**src/rtl/octo_arb_pkg.sv**
```systemverilog
// Shared types and helpers for the octo_manager -> UART arbiter.
package octo_arb_pkg;

  typedef enum logic [1:0] {
    IDLE    = 2'd0,
    LOAD    = 2'd1,
    SEND    = 2'd2,
    RELEASE = 2'd3
  } arbState_t;

  localparam int FRAME_W_DEFAULT = 272;

  function automatic int clog2Of(input int value);
    int result;
    result = 0;
    for (int i = 0; i < 31; i++) begin
      if ((1 << i) < value) begin
        result = i + 1;
      end
    end
    return result;
  endfunction

endpackage

```
**src/rtl/octo_uart_arbiter_if.sv**
```systemverilog
// Bus between the octo_manager bank, the arbiter and the serial transmitter.
// The slave view belongs to the arbiter; the master view drives its inputs.
interface octo_uart_arbiter_if
  import octo_arb_pkg::*;
#(
  parameter int NUM_OCTO = 2,
  parameter int FRAME_W  = FRAME_W_DEFAULT,
  parameter int ID_W     = 3
);

  logic [NUM_OCTO-1:0]         data_avl_in;
  logic [NUM_OCTO*FRAME_W-1:0] sensor_iterations_in;
  logic [NUM_OCTO-1:0]         reset_parser_out;
  logic                        data_avl_out;
  logic [FRAME_W-1:0]          sensor_iterations_out;
  logic [ID_W-1:0]             octo_id;
  logic                        reset_parser_in;
  logic                        busy;
  logic                        drop_timeout_err;

  modport slave (
    input  data_avl_in, sensor_iterations_in, reset_parser_in,
    output reset_parser_out, data_avl_out, sensor_iterations_out,
           octo_id, busy, drop_timeout_err
  );

  modport master (
    output data_avl_in, sensor_iterations_in, reset_parser_in,
    input  reset_parser_out, data_avl_out, sensor_iterations_out,
           octo_id, busy, drop_timeout_err
  );

endinterface

```
**src/rtl/octo_uart_arbiter_rr_picker.sv**
```systemverilog
// Combinational round-robin priority encoder: returns the first requester
// found scanning upward from the pointer and wrapping around.
module rr_picker #(
  parameter int NUM_OCTO = 2,
  parameter int ID_W     = 3
) (
  input  logic [NUM_OCTO-1:0] i_req,
  input  logic [ID_W-1:0]     i_rrPtr,
  output logic                o_valid,
  output logic [ID_W-1:0]     o_idx
);

  // Walk the requesters in rotated order; the first hit wins and later hits are ignored
  always_comb begin
    o_valid = 1'b0;
    o_idx   = '0;
    for (int i = 0; i < NUM_OCTO; i++) begin
      for (int k = 0; k < NUM_OCTO; k++) begin
        if (!o_valid && (((int'(i_rrPtr) + i) % NUM_OCTO) == k) && i_req[k]) begin
          o_valid = 1'b1;
          o_idx   = ID_W'(k);
        end
      end
    end
  end

endmodule

```
**src/rtl/octo_uart_arbiter.sv**
```systemverilog
// Round-robin arbiter sharing one serial transmitter among the octo_managers.
// Latches the winner's frame, exports its index and routes the transmitter's
// done strobe back to the granted requester only.
module octo_uart_arbiter
  import octo_arb_pkg::*;
#(
  parameter int NUM_OCTO     = 2,
  parameter int FRAME_W      = FRAME_W_DEFAULT,
  parameter int SYNC_STAGES  = 2,
  parameter int DROP_TIMEOUT = 255,
  parameter int ID_W         = 3
) (
  input logic                clk_12MHz,
  input logic                reset,
  octo_uart_arbiter_if.slave bus
);

  localparam int CNT_W = clog2Of(DROP_TIMEOUT + 1);

  logic [NUM_OCTO-1:0] r_sync [SYNC_STAGES];
  arbState_t           r_state;
  logic [ID_W-1:0]     r_rrPtr;
  logic [ID_W-1:0]     r_octoId;
  logic [FRAME_W-1:0]  r_frame;
  logic                r_dataAvl;
  logic [NUM_OCTO-1:0] r_resetParser;
  logic [CNT_W-1:0]    r_cnt;
  logic                r_err;

  logic [NUM_OCTO-1:0] w_avlS;
  logic                w_pickValid;
  logic [ID_W-1:0]     w_pickIdx;
  logic [FRAME_W-1:0]  w_pickFrame;
  logic [NUM_OCTO-1:0] w_gntOneHot;
  logic                w_avlGnt;
  logic [ID_W-1:0]     w_rrAdvance;

  arbState_t           w_stateNext;
  logic [ID_W-1:0]     w_rrPtrNext;
  logic [ID_W-1:0]     w_octoIdNext;
  logic [FRAME_W-1:0]  w_frameNext;
  logic                w_dataAvlNext;
  logic [NUM_OCTO-1:0] w_resetParserNext;
  logic [CNT_W-1:0]    w_cntNext;
  logic                w_errNext;

  assign w_avlS = r_sync[SYNC_STAGES-1];

  rr_picker #(
    .NUM_OCTO (NUM_OCTO),
    .ID_W     (ID_W)
  ) u_picker (
    .i_req   (w_avlS),
    .i_rrPtr (r_rrPtr),
    .o_valid (w_pickValid),
    .o_idx   (w_pickIdx)
  );

  // Bring each 96 MHz frame-ready level into this domain through a flop chain
  always_ff @(posedge clk_12MHz) begin
    if (reset) begin
      for (int s = 0; s < SYNC_STAGES; s++) begin
        r_sync[s] <= '0;
      end
    end else begin
      r_sync[0] <= bus.data_avl_in;
      for (int s = 1; s < SYNC_STAGES; s++) begin
        r_sync[s] <= r_sync[s-1];
      end
    end
  end

  // Select the candidate frame slice and decode the current grant to one-hot
  always_comb begin
    w_pickFrame = '0;
    w_gntOneHot = '0;
    for (int k = 0; k < NUM_OCTO; k++) begin
      if (w_pickIdx == ID_W'(k)) begin
        w_pickFrame = bus.sensor_iterations_in[k*FRAME_W +: FRAME_W];
      end
      w_gntOneHot[k] = (r_octoId == ID_W'(k));
    end
    w_avlGnt    = |(w_avlS & w_gntOneHot);
    w_rrAdvance = (r_octoId == ID_W'(NUM_OCTO - 1)) ? '0 : r_octoId + 1'b1;
  end

  // Next-state and next-output logic; every register holds unless its state says otherwise
  always_comb begin
    w_stateNext       = r_state;
    w_rrPtrNext       = r_rrPtr;
    w_octoIdNext      = r_octoId;
    w_frameNext       = r_frame;
    w_dataAvlNext     = r_dataAvl;
    w_resetParserNext = r_resetParser;
    w_cntNext         = r_cnt;
    w_errNext         = r_err;
    case (r_state)
      IDLE: begin
        if (w_pickValid) begin
          w_octoIdNext = w_pickIdx;
          w_frameNext  = w_pickFrame;
          w_stateNext  = LOAD;
        end
      end
      LOAD: begin
        w_dataAvlNext = 1'b1;
        w_stateNext   = SEND;
      end
      SEND: begin
        if (bus.reset_parser_in) begin
          w_dataAvlNext     = 1'b0;
          w_resetParserNext = w_gntOneHot;
          w_cntNext         = '0;
          w_stateNext       = RELEASE;
        end
      end
      RELEASE: begin
        if (!w_avlGnt) begin
          w_resetParserNext = '0;
          w_rrPtrNext       = w_rrAdvance;
          w_stateNext       = IDLE;
        end else if (r_cnt == CNT_W'(DROP_TIMEOUT - 1)) begin
          w_errNext         = 1'b1;
          w_resetParserNext = '0;
          w_rrPtrNext       = w_rrAdvance;
          w_stateNext       = IDLE;
        end else begin
          w_cntNext = r_cnt + 1'b1;
        end
      end
      default: begin
        w_stateNext = IDLE;
      end
    endcase
  end

  // State and output registers; reset abandons any transfer without acknowledging it
  always_ff @(posedge clk_12MHz) begin
    if (reset) begin
      r_state       <= IDLE;
      r_rrPtr       <= '0;
      r_octoId      <= '0;
      r_frame       <= '0;
      r_dataAvl     <= 1'b0;
      r_resetParser <= '0;
      r_cnt         <= '0;
      r_err         <= 1'b0;
    end else begin
      r_state       <= w_stateNext;
      r_rrPtr       <= w_rrPtrNext;
      r_octoId      <= w_octoIdNext;
      r_frame       <= w_frameNext;
      r_dataAvl     <= w_dataAvlNext;
      r_resetParser <= w_resetParserNext;
      r_cnt         <= w_cntNext;
      r_err         <= w_errNext;
    end
  end

  assign bus.data_avl_out          = r_dataAvl;
  assign bus.sensor_iterations_out = r_frame;
  assign bus.octo_id               = r_octoId;
  assign bus.reset_parser_out      = r_resetParser;
  assign bus.drop_timeout_err      = r_err;
  assign bus.busy                  = (r_state != IDLE);

endmodule

```
**src/flat_wrapper.sv**
```systemverilog
// flat-port wrapper written by rule: the top's interface ports become plain ports
module octo_uart_arbiter_flat import octo_arb_pkg::*;
#(
  parameter int NUM_OCTO     = 2,
  parameter int FRAME_W      = FRAME_W_DEFAULT,
  parameter int SYNC_STAGES  = 2,
  parameter int DROP_TIMEOUT = 255,
  parameter int ID_W         = 3
)
  (clk_12MHz, reset, bus_data_avl_in, bus_sensor_iterations_in, bus_reset_parser_in, bus_reset_parser_out, bus_data_avl_out, bus_sensor_iterations_out, bus_octo_id, bus_busy, bus_drop_timeout_err);
  octo_uart_arbiter_if #(.NUM_OCTO(NUM_OCTO), .FRAME_W(FRAME_W), .ID_W(ID_W)) bus_i ();
  input logic clk_12MHz;
  input logic reset;
  input wire logic [$bits(bus_i.data_avl_in)-1:0] bus_data_avl_in;
  input wire logic [$bits(bus_i.sensor_iterations_in)-1:0] bus_sensor_iterations_in;
  input wire logic [$bits(bus_i.reset_parser_in)-1:0] bus_reset_parser_in;
  output wire logic [$bits(bus_i.reset_parser_out)-1:0] bus_reset_parser_out;
  output wire logic [$bits(bus_i.data_avl_out)-1:0] bus_data_avl_out;
  output wire logic [$bits(bus_i.sensor_iterations_out)-1:0] bus_sensor_iterations_out;
  output wire logic [$bits(bus_i.octo_id)-1:0] bus_octo_id;
  output wire logic [$bits(bus_i.busy)-1:0] bus_busy;
  output wire logic [$bits(bus_i.drop_timeout_err)-1:0] bus_drop_timeout_err;
  assign bus_i.data_avl_in = bus_data_avl_in;
  assign bus_i.sensor_iterations_in = bus_sensor_iterations_in;
  assign bus_i.reset_parser_in = bus_reset_parser_in;
  assign bus_reset_parser_out = bus_i.reset_parser_out;
  assign bus_data_avl_out = bus_i.data_avl_out;
  assign bus_sensor_iterations_out = bus_i.sensor_iterations_out;
  assign bus_octo_id = bus_i.octo_id;
  assign bus_busy = bus_i.busy;
  assign bus_drop_timeout_err = bus_i.drop_timeout_err;
  octo_uart_arbiter #(.NUM_OCTO(NUM_OCTO), .FRAME_W(FRAME_W), .SYNC_STAGES(SYNC_STAGES), .DROP_TIMEOUT(DROP_TIMEOUT), .ID_W(ID_W)) u_core (.clk_12MHz(clk_12MHz), .reset(reset), .bus(bus_i));
endmodule
```
**config.mk**
```make
export PLATFORM = sky130hd
export DESIGN_NAME = octo_uart_arbiter_flat
export DESIGN_NICKNAME = d
export VERILOG_FILES = /design/src/rtl/octo_arb_pkg.sv /design/src/rtl/octo_uart_arbiter_if.sv /design/src/rtl/octo_uart_arbiter_rr_picker.sv /design/src/rtl/octo_uart_arbiter.sv /design/src/flat_wrapper.sv
export SDC_FILE = /design/constraint.sdc
export NUM_CORES = 1
export LEC_CHECK = 0
export BUFFER_PORTS_ARGS = -buffer_cell sky130_fd_sc_hd__buf_2
export CAP_MARGIN = 20
export CORE_AREA = 4 4 317 319
export CTS_CLUSTER_SIZE = 10
export DETAILED_ROUTE_END_ITERATION = 12
export DIE_AREA = 0 0 321 323
export GPL_ROUTABILITY_DRIVEN = 0
export PLACE_DENSITY = 0.38
export SLEW_MARGIN = 10
export SYNTH_ARGS = -nofsm -noshare
export SYNTH_HDL_FRONTEND = slang
export SYNTH_SLANG_ARGS = --single-unit
```
**constraint.sdc**
```tcl
create_clock -name clk_12MHz -period 2.2 [get_ports clk_12MHz]
set_clock_uncertainty 0.05 [all_clocks]
set_input_delay 0.22 -clock clk_12MHz [delete_from_list [all_inputs] [get_ports clk_12MHz]]
set_output_delay 0.22 -clock clk_12MHz [all_outputs]
set_load 0.005 [all_outputs]
```
==> After elaboration in Yosys (flattened, before gate mapping) <==
Memories as Yosys holds them, arrays and structs flattened.
Index checks and enable logic that the tools add are counted.
{ "totals": {"memories": 1, "register_bits": 290, "elab_cells": 85, "ram_bits": 4, "out_inout_bits": 280} }
{ "op_classes": {"n_bitwise": 4, "n_reduce_logical": 26, "eq_ne": 13, "muxes": 30, "add_sub_neg": 3} }
{ "memory_table": {"columns": ["name", "words", "width", "read_ports", "rd_ports_with_merged_regs", "write_ports", "line", "text"], "rows": [
  ["u_core.r_sync", 2, 2, 2, 0, 2, "octo_uart_arbiter.sv:20", "logic [NUM_OCTO-1:0] r_sync [SYNC_STAGES];"]
]} }
{ "op_table": {"columns": ["op", "n"], "rows": [
  ["$mux 272", 2],
  ["$logic_not 32->1", 2],
  ["$mux 8", 3],
  ["$pmux 8 s2", 1],
  ["$mux 2", 7],
  ["$mux 1", 12],
  ["$reduce_and 3->1", 3],
  ["$add 8x1->8 const B", 1],
  ["$eq 8x8->1 const B", 1],
  ["$ne 2x2->1 const B", 4],
  ["$pmux 2 s4", 1],
  ["$logic_and 1x1->1", 7],
  ["$eq 2x2->1 const B", 3],
  ["$eq 3x1->1 const B", 2],
  ["$logic_not 3->1", 2],
  ["$mux 3", 2],
  ["$reduce_and 2->1", 3],
  ["$reduce_bool 2->1", 3],
  ["$pmux 2 s2", 1],
  ["$reduce_and 4->1", 1],
  ["$logic_not 1->1", 3],
  ["$ne 3x3->1 const B", 1],
  ["$add 1x1->1 const B", 2],
  ["$and 2x2->2", 1],
  ["other kinds (7)", 8]
]} }

==> Longest topological paths before layout <==
Gate-level depths: netlist (run 1).
{ "depth": {"word_depth": 18, "ltp_mapped": 8, "depth_no_buf": 6} }

==> By module <==
A second synthesis (run 1) with hierarchy kept.
{ "unflattened": {"hier_cells": 1386, "hier_area_um2": 12056.6} }
{ "by_module_without_submodules": {"columns": ["module", "area_per_inst_um2", "instances", "cells_per_inst"], "rows": [
  ["octo_uart_arbiter", 12020.3, 1, 1380],
  ["rr_picker", 36.3, 1, 6]
]} }

==> Least setup slack after synthesis (run 1) <==
No wires, ideal clock.
{ "synth_timing": {"path_kind": "reg-to-reg", "startpoint": "register u_core.r_state[0]", "endpoint": "register u_core.r_cnt[7]", "t_required_ns": 2.080, "stages_incl_launch_ff": 7, "slack_ns": 0.468, "arrival_time_ns": 1.612, "cell_sequence": "dfxtp_1 inv_1 ha_1 mux2_4 o221ai_2 or4_1 a21oi_1"} }
{ "synth_between": {"elab_chain_cells": 3, "elab_cells_between_ends": 8} }
{ "synth_rtl": {"columns": ["item", "line", "text"], "rows": [
  ["start: declaration", "octo_uart_arbiter.sv:21", "arbState_t r_state;"],
  ["start signal: assignment", "octo_uart_arbiter.sv:149", "r_state <= w_stateNext;"],
  ["$eq 2x2->1", "octo_uart_arbiter.sv:97", "case (r_state)"],
  ["$ne 2x1->1 (no line) (tied with other cells)", null, null],
  ["$reduce_and 4->1 (no line)", null, null],
  ["end signal: assignment", "octo_uart_arbiter.sv:155", "r_cnt <= w_cntNext;"],
  ["end: declaration", "octo_uart_arbiter.sv:27", "logic [CNT_W-1:0] r_cnt;"]
]} }
Several ways; a longest one is shown, not always the timed one.
A chain may end at the register's enable or synchronous reset.

==> metrics, run 1 <==
GRT Total Usage 0.107; setup TNS 0 ns; drt initial violations roughly 580; MaxCap Viol Count 0; RSZ-0062 raised after global routing true; initial antenna violation count 1; Post-Synthesis Mean Instance Area about 9.7 µm²; Distinct cells, synth 36; Cell Area, Placed 0.0187 mm²; status finished, final reports clean; most frequent cells in the layout buf_2, dlygate4sd3_1, dfxtp_1; Cell Area, Synth roughly 0.013 mm²; Worst-path clk slew about 0.060 ns; DRC 0; remaining antenna violation count after routing 0; Slew HR 0.630; cell area after layout between 0.02 and 0.025 mm²; Final min period around 2.1 ns; actual slew at the worst max-slew pin around 0.54 ns; Util after Layout 0.245; proportion of layout cells with a drive suffix above 1 0.378; final setup fails 0; clock buffer depth 3; Via density approximately 3.7; Synth area leader dfxtp_1; Synth area leaders dfxtp_1, mux2i_1, a211oi_1; most common cell after layout, fill and taps aside buf_2; worst vdd ir about 400 µV; die area 0.104 mm²; first-pass GRT wire length 87100 µm; Initial Utilization 0.131; worst path arrival time 2.56 ns; hold_sp bus_sensor_iterations_in[111]; row cnt 115; DP Wirelength between 40000 and 50000 µm; grt total ovfl 0; TritonCTS clock tree built; async set-reset flop share out of synthesis 0; nature of the critical path startpoint flop; H-tree depth 2; Required @ worst endpoint between 2 and 3 ns; Leak Pwr between 10 and 15 nW; clock sinks 292; I/O Pins 829; CTS Buf Count 38; final setup margin roughly 0.051 ns; Root Driver clkbuf_16; Synth-to-Final Area Change 87.0%; WL final about 60000 µm; Clk Latency, worst-skew pair ~0.57 ns; post-synthesis sequential area ratio 0.456; Core Region between 0.09 and 0.1 mm²; final hold vios 0; Synth Instances about 1300; Setup Crit Path Kind flop to flop; Die Ht roughly 320 µm; Slew Limit Fails 0; largest net degree at the start of global routing 67; Pwr Density between 700 and 800 mW/mm²; Hold WC Path Type input pin to flop; worst-path fanout max 36; vias between 10000 and 15000; Post-Place Worst Slack between 0.15 and 0.2 ns; via count of the first global-routing pass between 10000 and 15000; Tcrit/Tclk final 0.977; DIE WIDTH 321 µm; #FFs+latches synth between 200 and 300; DRT Pass-1 Iters 4; ys flop type dfxtp_1; I/O Buffers between 800 and 900; crit path capture type flop; Wirelength per Cell around 16 µm; Critical Path Source u_core.r_sync[0][2]; FF-to-FF Start u_core.r_sync[0][2]; max frequency 465 MHz; Layout Nets around 3000; Post-synth EDFFs 0; post-synth top area share 0.456; Ys Warns 0
worst paths after layout:
| check | to | slack [ns] | cells after the start |
|---|---|---|---|
| max | u_core.bus.sensor_iterations_out[1] | 0.05 | 7 |
| min | u_core.bus.sensor_iterations_out[111] | 0.02 | 3 |
| max reg2reg | u_core.bus.sensor_iterations_out[1] | 0.05 | 7 |
| min reg2reg | u_core.r_sync[0][2] | 0.40 | 1 |
kinds of logic (layout without fill, tap and decap cells):
kind of cell,Yosys count,in the layout,share of synthesized area
multiplexers,276,276,0.216
AO/OA/AOI/OAI,304,304,0.175
AND/OR/NAND/NOR,311,311,0.0964
other,1,3,0.000292
flip-flops,292,292,0.456
buffers and inverters,134,1365,0.0509
adder cells (fa/ha/maj),6,6,0.00585
report_power, final:
group	internal [mW]	leakage [nW]	switching, mW
sequential	6.25	2.40	0.488
clock	3.71	0.581	2.43
combinational	2.74	8.98	2.77
per-stage QoR:
stage / std cells / hold slack (ns) / power, mW
4_1_cts: 3835 / 0.000442 / 18.8
3_5_place_dp: 3386 / 0.391 / 11.8
6_report: 3844 / 0.0191 / 18.4
2_1_floorplan: 1325 / 0.298 / 9.26
5_1_grt: 3843 / 0.00638 / 19.7
3_3_place_gp: 3386 / 0.385 / 11.8
cell type report:
| cell class | count | area (µm²) |
|---|---|---|
| Fill cell | 10687 | 73900 |
| Inverter | 8 | 30.0 |
| Tap cell | 1287 | 1610 |
| Multi-Input combinational cell | 899 | 6350 |
| Sequential cell | 292 | 5850 |
| Clock buffer | 53 | 1070 |
| Timing Repair Buffer | 1297 | 8950 |
| Clock inverter | 7 | 131 |
| Antenna cell | 1 | 2.50 |
routing by layer:
metal,share of wire,GRT usage
met1,0.41,0.124
met2,0.48,0.187
met3,0.075,0.0288
met4,0.033,0.0401
met5,0,0
worst max-delay path, cell delays in order (launching register included):
cell	delay, ns
dfxtp_1	0.35
inv_1	0.08
o21ai_4	0.14
buf_12	0.22
buf_12	0.26
mux2i_1	0.11
dlygate4sd3_1	0.56
a211oi_1	0.22
sequential cells by signal, summed over array words and instances, names as in the netlist:
name,count
u_core.bus.sensor_iterations_out,272
u_core.r_cnt,8
u_core.r_sync,4
u_core.bus.reset_parser_out,2
u_core.r_state,2
u_core.bus.data_avl_out,1
u_core.bus.drop_timeout_err,1
u_core.bus.octo_id,1
u_core.r_rrPtr,1
synthesized netlist by cell type (2+ instances only):
cell      instances
nand3_1           4
inv_1             8
or2_2             2
nor2b_1           4
mux2_4            2
nand2b_1          3
a21oi_1          14
or4_1             2
nand4_1           3
a211oi_1        272
nor2_1          279
buf_4            28
dfxtp_1         292
buf_2            27
mux2i_1         274
buf_1             8
o31ai_1           2
ha_1              6
clkbuf_1         61
o21a_1            2
nand2_1           6
o21ai_0           7
or3_1             5
what timing repair did:
item / CTS / global route
hold endpoints to repair: 206 / 2
hold buffers: 389 / 2
resized for setup: 0 / 9
endpoints found under the setup margin: 0 / 46
setup buffers: 0 / 4
Note: power is estimated with default switching activity, not from simulation.
==> run 2, diff against run 1 <==
--- a/config.mk
+++ b/config.mk
@@ -7,12 +7,12 @@
 export LEC_CHECK = 0
 export BUFFER_PORTS_ARGS = -buffer_cell sky130_fd_sc_hd__buf_2
 export CAP_MARGIN = 20
-export CORE_AREA = 4 4 317 319
+export CORE_AREA = 2 2 325 327
 export CTS_CLUSTER_SIZE = 10
 export DETAILED_ROUTE_END_ITERATION = 12
-export DIE_AREA = 0 0 321 323
+export DIE_AREA = 0 0 327 329
 export GPL_ROUTABILITY_DRIVEN = 0
-export PLACE_DENSITY = 0.38
+export PLACE_DENSITY = 0.37
 export SLEW_MARGIN = 10
 export SYNTH_ARGS = -nofsm -noshare
 export SYNTH_HDL_FRONTEND = slang
==> constraint.sdc (replaced) <==
create_clock -name clk_12MHz -period 2.4 [get_ports clk_12MHz]
set_clock_uncertainty 0.05 [all_clocks]
set_input_delay 0.24 -clock clk_12MHz [delete_from_list [all_inputs] [get_ports clk_12MHz]]
set_output_delay 0.24 -clock clk_12MHz [all_outputs]
set_load 0.005 [all_outputs]
==> metrics, run 2 (synthesis gave the netlist of run 1 again) <==
FF-to-FF Start u_core.r_sync[0][2]; Diodes inserted 0; worst vdd ir about 360 µV; DRC 0; status finished, final reports clean; Register Area 0.00585 mm²; DP Wirelength 43800 µm; most frequent cells in the layout buf_2, dlygate4sd3_1, dfxtp_1; actual slew at the worst max-slew pin approximately 0.53 ns; Worst-path clk slew approximately 0.060 ns; Leak Pwr approximately 12 nW; final setup margin around 0.13 ns; Final min period roughly 2.3 ns; remaining antenna violation count after routing 0; Hold WC Path Type input pin to flop; Tcrit/Tclk final 0.945; MaxCap Viol Count 0; Critical Path Source u_core.r_sync[0][2]; internal power around 12 mW; Post-Place Worst Slack just over 0.4 ns; most common cell after layout, fill and taps aside buf_2; hold_sp bus_sensor_iterations_in[349]; die area roughly 0.11 mm²; P_sw roughly 5.2 mW; CTS Buf Count 39; initial antenna violation count 0; Util after Layout 0.233; crit path capture type flop; worst path arrival time about 2.6 ns; worst-path fanout max 13; final hold vios 0; row cnt approximately 120; clock buffer depth 3; clock sinks a little under 300; Slew Limit Fails 0; TritonCTS clock tree built; Synth-to-Final Area Change 89.3%; Setup Crit Path Kind flop to flop; Required @ worst endpoint roughly 2.8 ns; setup TNS 0 ns; DRT Pass-1 Iters 7; Core Region 0.104 mm²; Via density 3.63; Initial Utilization 0.123; first-pass GRT wire length 83600 µm; DIE WIDTH 327 µm; Root Driver clkbuf_16; vias approximately 14000; H-tree depth 2; max FFs per register approximately 270; largest net degree at the start of global routing 109; final setup fails 0; Slew HR 0.644; WL final ~60000 µm; I/O Pins 829; worst hold margin 0.0311 ns; nature of the critical path startpoint flop; DR WL met2 around 30000 µm; proportion of layout cells with a drive suffix above 1 0.378; FILL cells approximately 11000; WL met3 3810 µm; max frequency around 440 MHz; Clk Latency, worst-skew pair 0.56 ns; Layout Nets 3112; drt initial violations 425; multi-input gate area in the final layout ~0.0063 mm²; Wirelength per Cell ~15 µm; via count of the first global-routing pass around 14000; DRT met1 WL between 20000 and 25000 µm; Cell Area, Placed 0.0188 mm²; Comb pwr share 0.297; grt total ovfl 0; GRT Total Usage 0.100; switching share of power 0.309; Die Ht around 330 µm; Max Used Layer met4; clock share of power 0.337; RSZ-0062 raised after global routing false; I/O Buffers 826; register share of total power 0.366; cell area after layout 0.0243 mm²; Pwr Density between 600 and 700 mW/mm²
-- run 2: cell types whose count changed in the layout (fill, tap and decap cells not counted), sizes merged --
cell / before / now
dlygate4sd3: 391 / 409
clkbuf: 55 / 63
bufinv: 3 / 0
clkinv: 1 / 4
buf: 904 / 906
inv: 10 / 8
diode: 1 / 0
-- run 2: worst paths after layout --
kind | endpoint | slack (ns) | depth (start not counted)
setup reg to reg | u_core.bus.sensor_iterations_out[141] | 0.13 | 8
setup / recovery | u_core.bus.sensor_iterations_out[141] | 0.13 | 8
hold / removal | u_core.bus.sensor_iterations_out[77] | 0.03 | 3
hold reg to reg | u_core.r_sync[0][3] | 0.38 | 1
-- run 2: cell type report --
cell class / instances / share of cell area
clock inverters: 5 / 0.00113
well taps: 1391 / 0.0717
multi-input cells: 899 / 0.261
repair buffers: 1317 / 0.374
inverters: 8 / 0.00124
clock buffers: 61 / 0.0499
flip-flops and latches: 292 / 0.241
-- run 2: critical path: stages (launching register included) --
cell and delay (ns):
dfxtp_2 0.34, inv_1 0.07, o21ai_4 0.21, buf_12 0.17
clkbuf_16 0.19, buf_6 0.17, mux2i_1 0.19, dlygate4sd3_1 0.60
a211oi_1 0.08
-- run 2: repair_timing --
| action | in CTS | in global routing |
|---|---|---|
| endpoints found under the hold margin | 221 | 0 |
| endpoints found under the setup margin | 0 | 107 |
| buffers inserted | 0 | 3 |
| resized for setup | 0 | 13 |
| hold buffers | 409 | 0 |
-- run 2: power by group through the flow --
stage / combinational [mW] / clock (mW) / sequential, mW
finish: 5.04 / 5.71 / 6.19
global route: 5.58 / 6.17 / 6.30
CTS: 5.06 / 6.01 / 6.20
detailed placement: 4.48 / 0 / 6.29
global placement: 4.52 / 0 / 6.28
floorplan: 2.17 / 0 / 6.32
-- run 2: routing by layer --
| layer | global-route usage | vias up |
|---|---|---|
| met5 | 0 | - |
| met4 | 0.0503 | 0 |
| met3 | 0.0244 | 114 |
| met2 | 0.177 | 527 |
| met1 | 0.112 | 6460 |
| li1 | - | 7302 |
-- run 2: per-stage QoR --
stage / total power [mW] / cells
2_1_floorplan: 8.49 / 1325
3_3_place_gp: 10.8 / 3492
3_5_place_dp: 10.8 / 3492
4_1_cts: 17.3 / 3967
5_1_grt: 18.0 / 3973
6_report: 16.9 / 3973
==> run 3, diff against run 2 <==
--- a/config.mk
+++ b/config.mk
@@ -7,10 +7,11 @@
 export LEC_CHECK = 0
 export BUFFER_PORTS_ARGS = -buffer_cell sky130_fd_sc_hd__buf_2
 export CAP_MARGIN = 20
-export CORE_AREA = 2 2 325 327
+export CORE_AREA = 2 2 321 323
+export CTS_BUF_LIST = sky130_fd_sc_hd__clkbuf_4
 export CTS_CLUSTER_SIZE = 10
 export DETAILED_ROUTE_END_ITERATION = 12
-export DIE_AREA = 0 0 327 329
+export DIE_AREA = 0 0 323 325
 export GPL_ROUTABILITY_DRIVEN = 0
 export PLACE_DENSITY = 0.37
 export SLEW_MARGIN = 10
==> constraint.sdc (replaced) <==
create_clock -name clk_12MHz -period 2.4 [get_ports clk_12MHz]
set_clock_uncertainty 0.05 [all_clocks]
set_input_delay 0.36 -clock clk_12MHz [delete_from_list [all_inputs] [get_ports clk_12MHz]]
set_output_delay 0.36 -clock clk_12MHz [all_outputs]
set_load 0.005 [all_outputs]
==> metrics, run 3 (synthesis gave the netlist of run 1 again) <==
status finished, final reports clean; Slew HR 0.551; internal power roughly 11 mW; I/O Pins a little over 800; Critical-path top delay cell dlygate4sd3_1; clock sinks slightly below 300; die area around 0.10 mm²; Tcrit/Tclk final 0.975; max frequency 427 MHz; proportion of layout cells with a drive suffix above 1 0.374; Wirelength per Cell approximately 14 µm; most frequent cells in the layout buf_2, dlygate4sd3_1, dfxtp_1; Required @ worst endpoint 3.03 ns; slowest stage delay, CP between 0.5 and 0.6 ns; GRT Total Usage 0.108; Comb pwr share 0.321; remaining antenna violation count after routing 0; Critical Path Source u_core.r_sync[0][2]; Via density roughly 3.6; RSZ-0062 raised after global routing true; Die Ht approximately 330 µm; Critical Path, Cell by Cell inv_1, o21ai_4, clkbuf_16, buf_4, mux2i_1, dlygate4sd3_1, a211oi_1; switching share of power 0.324; flop2flop setup slack 0.06 ns; largest net degree at the start of global routing 82; nature of the critical path startpoint flop; Synth-to-Final Area Change 98.2%; DIE WIDTH ~320 µm; Final min period between 2 and 2.5 ns; crit path capture type flop; actual slew at the worst max-slew pin just under 0.7 ns; worst vdd ir around 270 µV; P_sw between 5 and 6 mW; DRC 0; I/O Buffers a little over 800; M3 GR Usage 0.0351; Initial Utilization 0.127; WL final roughly 60000 µm; worst hold margin ~0.33 ns; CTS Buf Count 94; reg2reg path depth 7; Layout Nets ~3300; GRT met2 Usage 0.196; WHS Endpoint u_core.bus.sensor_iterations_out[30]; max FFs per register between 200 and 300; Cell Area, Placed 0.0187 mm²; grt total ovfl 0; Pwr Density about 640 mW/mm²; final hold vios 0; row cnt 117; register share of total power 0.377; Hold Path Stages 4; post-CTS setup buffer count 0; Worst-path clk slew 0.07 ns; Setup Crit Path Kind flop to flop; Root Driver clkbuf_4; clock share of power 0.301; GRT busiest layer met2; H-tree depth 3; Core Region approximately 0.10 mm²; GR Util met1 0.111; via count of the first global-routing pass between 15000 and 20000; first-pass GRT wire length around 88000 µm; final setup fails 0; TritonCTS clock tree built; Util after Layout 0.251; Hold WC Path Type input pin to flop; initial antenna violation count 3; hold_sp bus_sensor_iterations_in[30]; Slew Limit Fails 0; worst path arrival time ~3.0 ns; DRT Pass-1 Iters 4; CP top delay family buffers and inverters; cell area after layout 0.0254 mm²; Critical path buffers and inverters 4; DP Wirelength 44200 µm; FF-to-FF Start u_core.r_sync[0][2]; clock buffer depth 3; most common cell after layout, fill and taps aside buf_2; Leak Pwr 12.6 nW; vias about 15000; drt initial violations between 400 and 500; Clk Latency, worst-skew pair around 0.85 ns; R2R Path End u_core.bus.sensor_iterations_out[167]; MaxCap Viol Count 0; worst-path fanout max 51
## run 3: changes by cell type in the layout (fill, tap and decap cells not counted), moves of 11 or more
cell and change:
clkbuf_4 +133, clkinv_1 +15, clkbuf_8 -11, dlygate4sd3_1 +141
clkbuf_16 -41, buf_4 -12
## run 3: area by class of cell
type | count | area, µm²
multi-input combinational | 899 | 6350
timing repair buffer | 1443 | 10400
sequential | 292 | 5850
inverter | 8 | 30.0
tap | 1368 | 1710
clock inverter | 21 | 118
clock buffer | 133 | 998
antenna | 5 | 12.5
fill | 11072 | 75900
## run 3: worst max-delay path by stage
| stage | endpoint | depth (start not counted) | slack [ns] |
|---|---|---|---|
| 2_1_floorplan | u_core.r_cnt[7] | 6 | 0.67 |
| 3_3_place_gp | u_core.r_cnt[7] | 6 | 0.41 |
| 3_5_place_dp | u_core.r_cnt[7] | 6 | 0.42 |
| 4_1_cts | bus_busy | 4 | 0.004 |
| 5_1_grt | u_core.bus.sensor_iterations_out[9] | 9 | -0.07 |
| 6_report | u_core.bus.sensor_iterations_out[167] | 7 | 0.06 |
## run 3: timing repair
item / in CTS / in global routing
setup endpoints to repair: 1 / 82
hold endpoints to repair: 290 / 0
hold buffers: 550 / 0
gates resized for setup: 1 / 10
cloned: 0 / 1
## run 3: power groups by stage
stage / Clock [mW] / Combinational (mW) / Sequential [mW]
after global routing: 5.56 / 5.83 / 6.27
after floorplan: 0 / 2.17 / 6.32
after detailed placement: 0 / 4.51 / 6.26
final: 4.93 / 5.25 / 6.17
after global placement: 0 / 4.54 / 6.26
after CTS: 5.28 / 5.32 / 6.17
## run 3: worst register-to-register path, delay by kind of cell, from the launching register on
| kind | cells | cell delay, ns |
|---|---|---|
| buffers and inverters | 4 | 1.36 |
| flip-flops | 1 | 0.35 |
| multiplexers | 1 | 0.21 |
| AO/OA/AOI/OAI | 2 | 0.25 |
## run 3: routing by layer
| metal | vias up | wire length (µm) |
|---|---|---|
| met5 | - | 13 |
| met3 | 132 | 4680 |
| met4 | 2 | 2270 |
| li1 | 7715 | - |
| met1 | 6800 | 23100 |
| met2 | 562 | 29700 |
## run 3: per-stage QoR
step	power, mW	worst slack [ns]	setup TNS, ns	instances
finish	16.3	0.0589	0	4169
floorplan	8.49	0.668	0	1325
global placement	10.8	0.414	0	3459
CTS	16.8	0.00429	0	4163
global route	17.7	-0.0664	-1.04	4169
detailed placement	10.8	0.422	0	3459
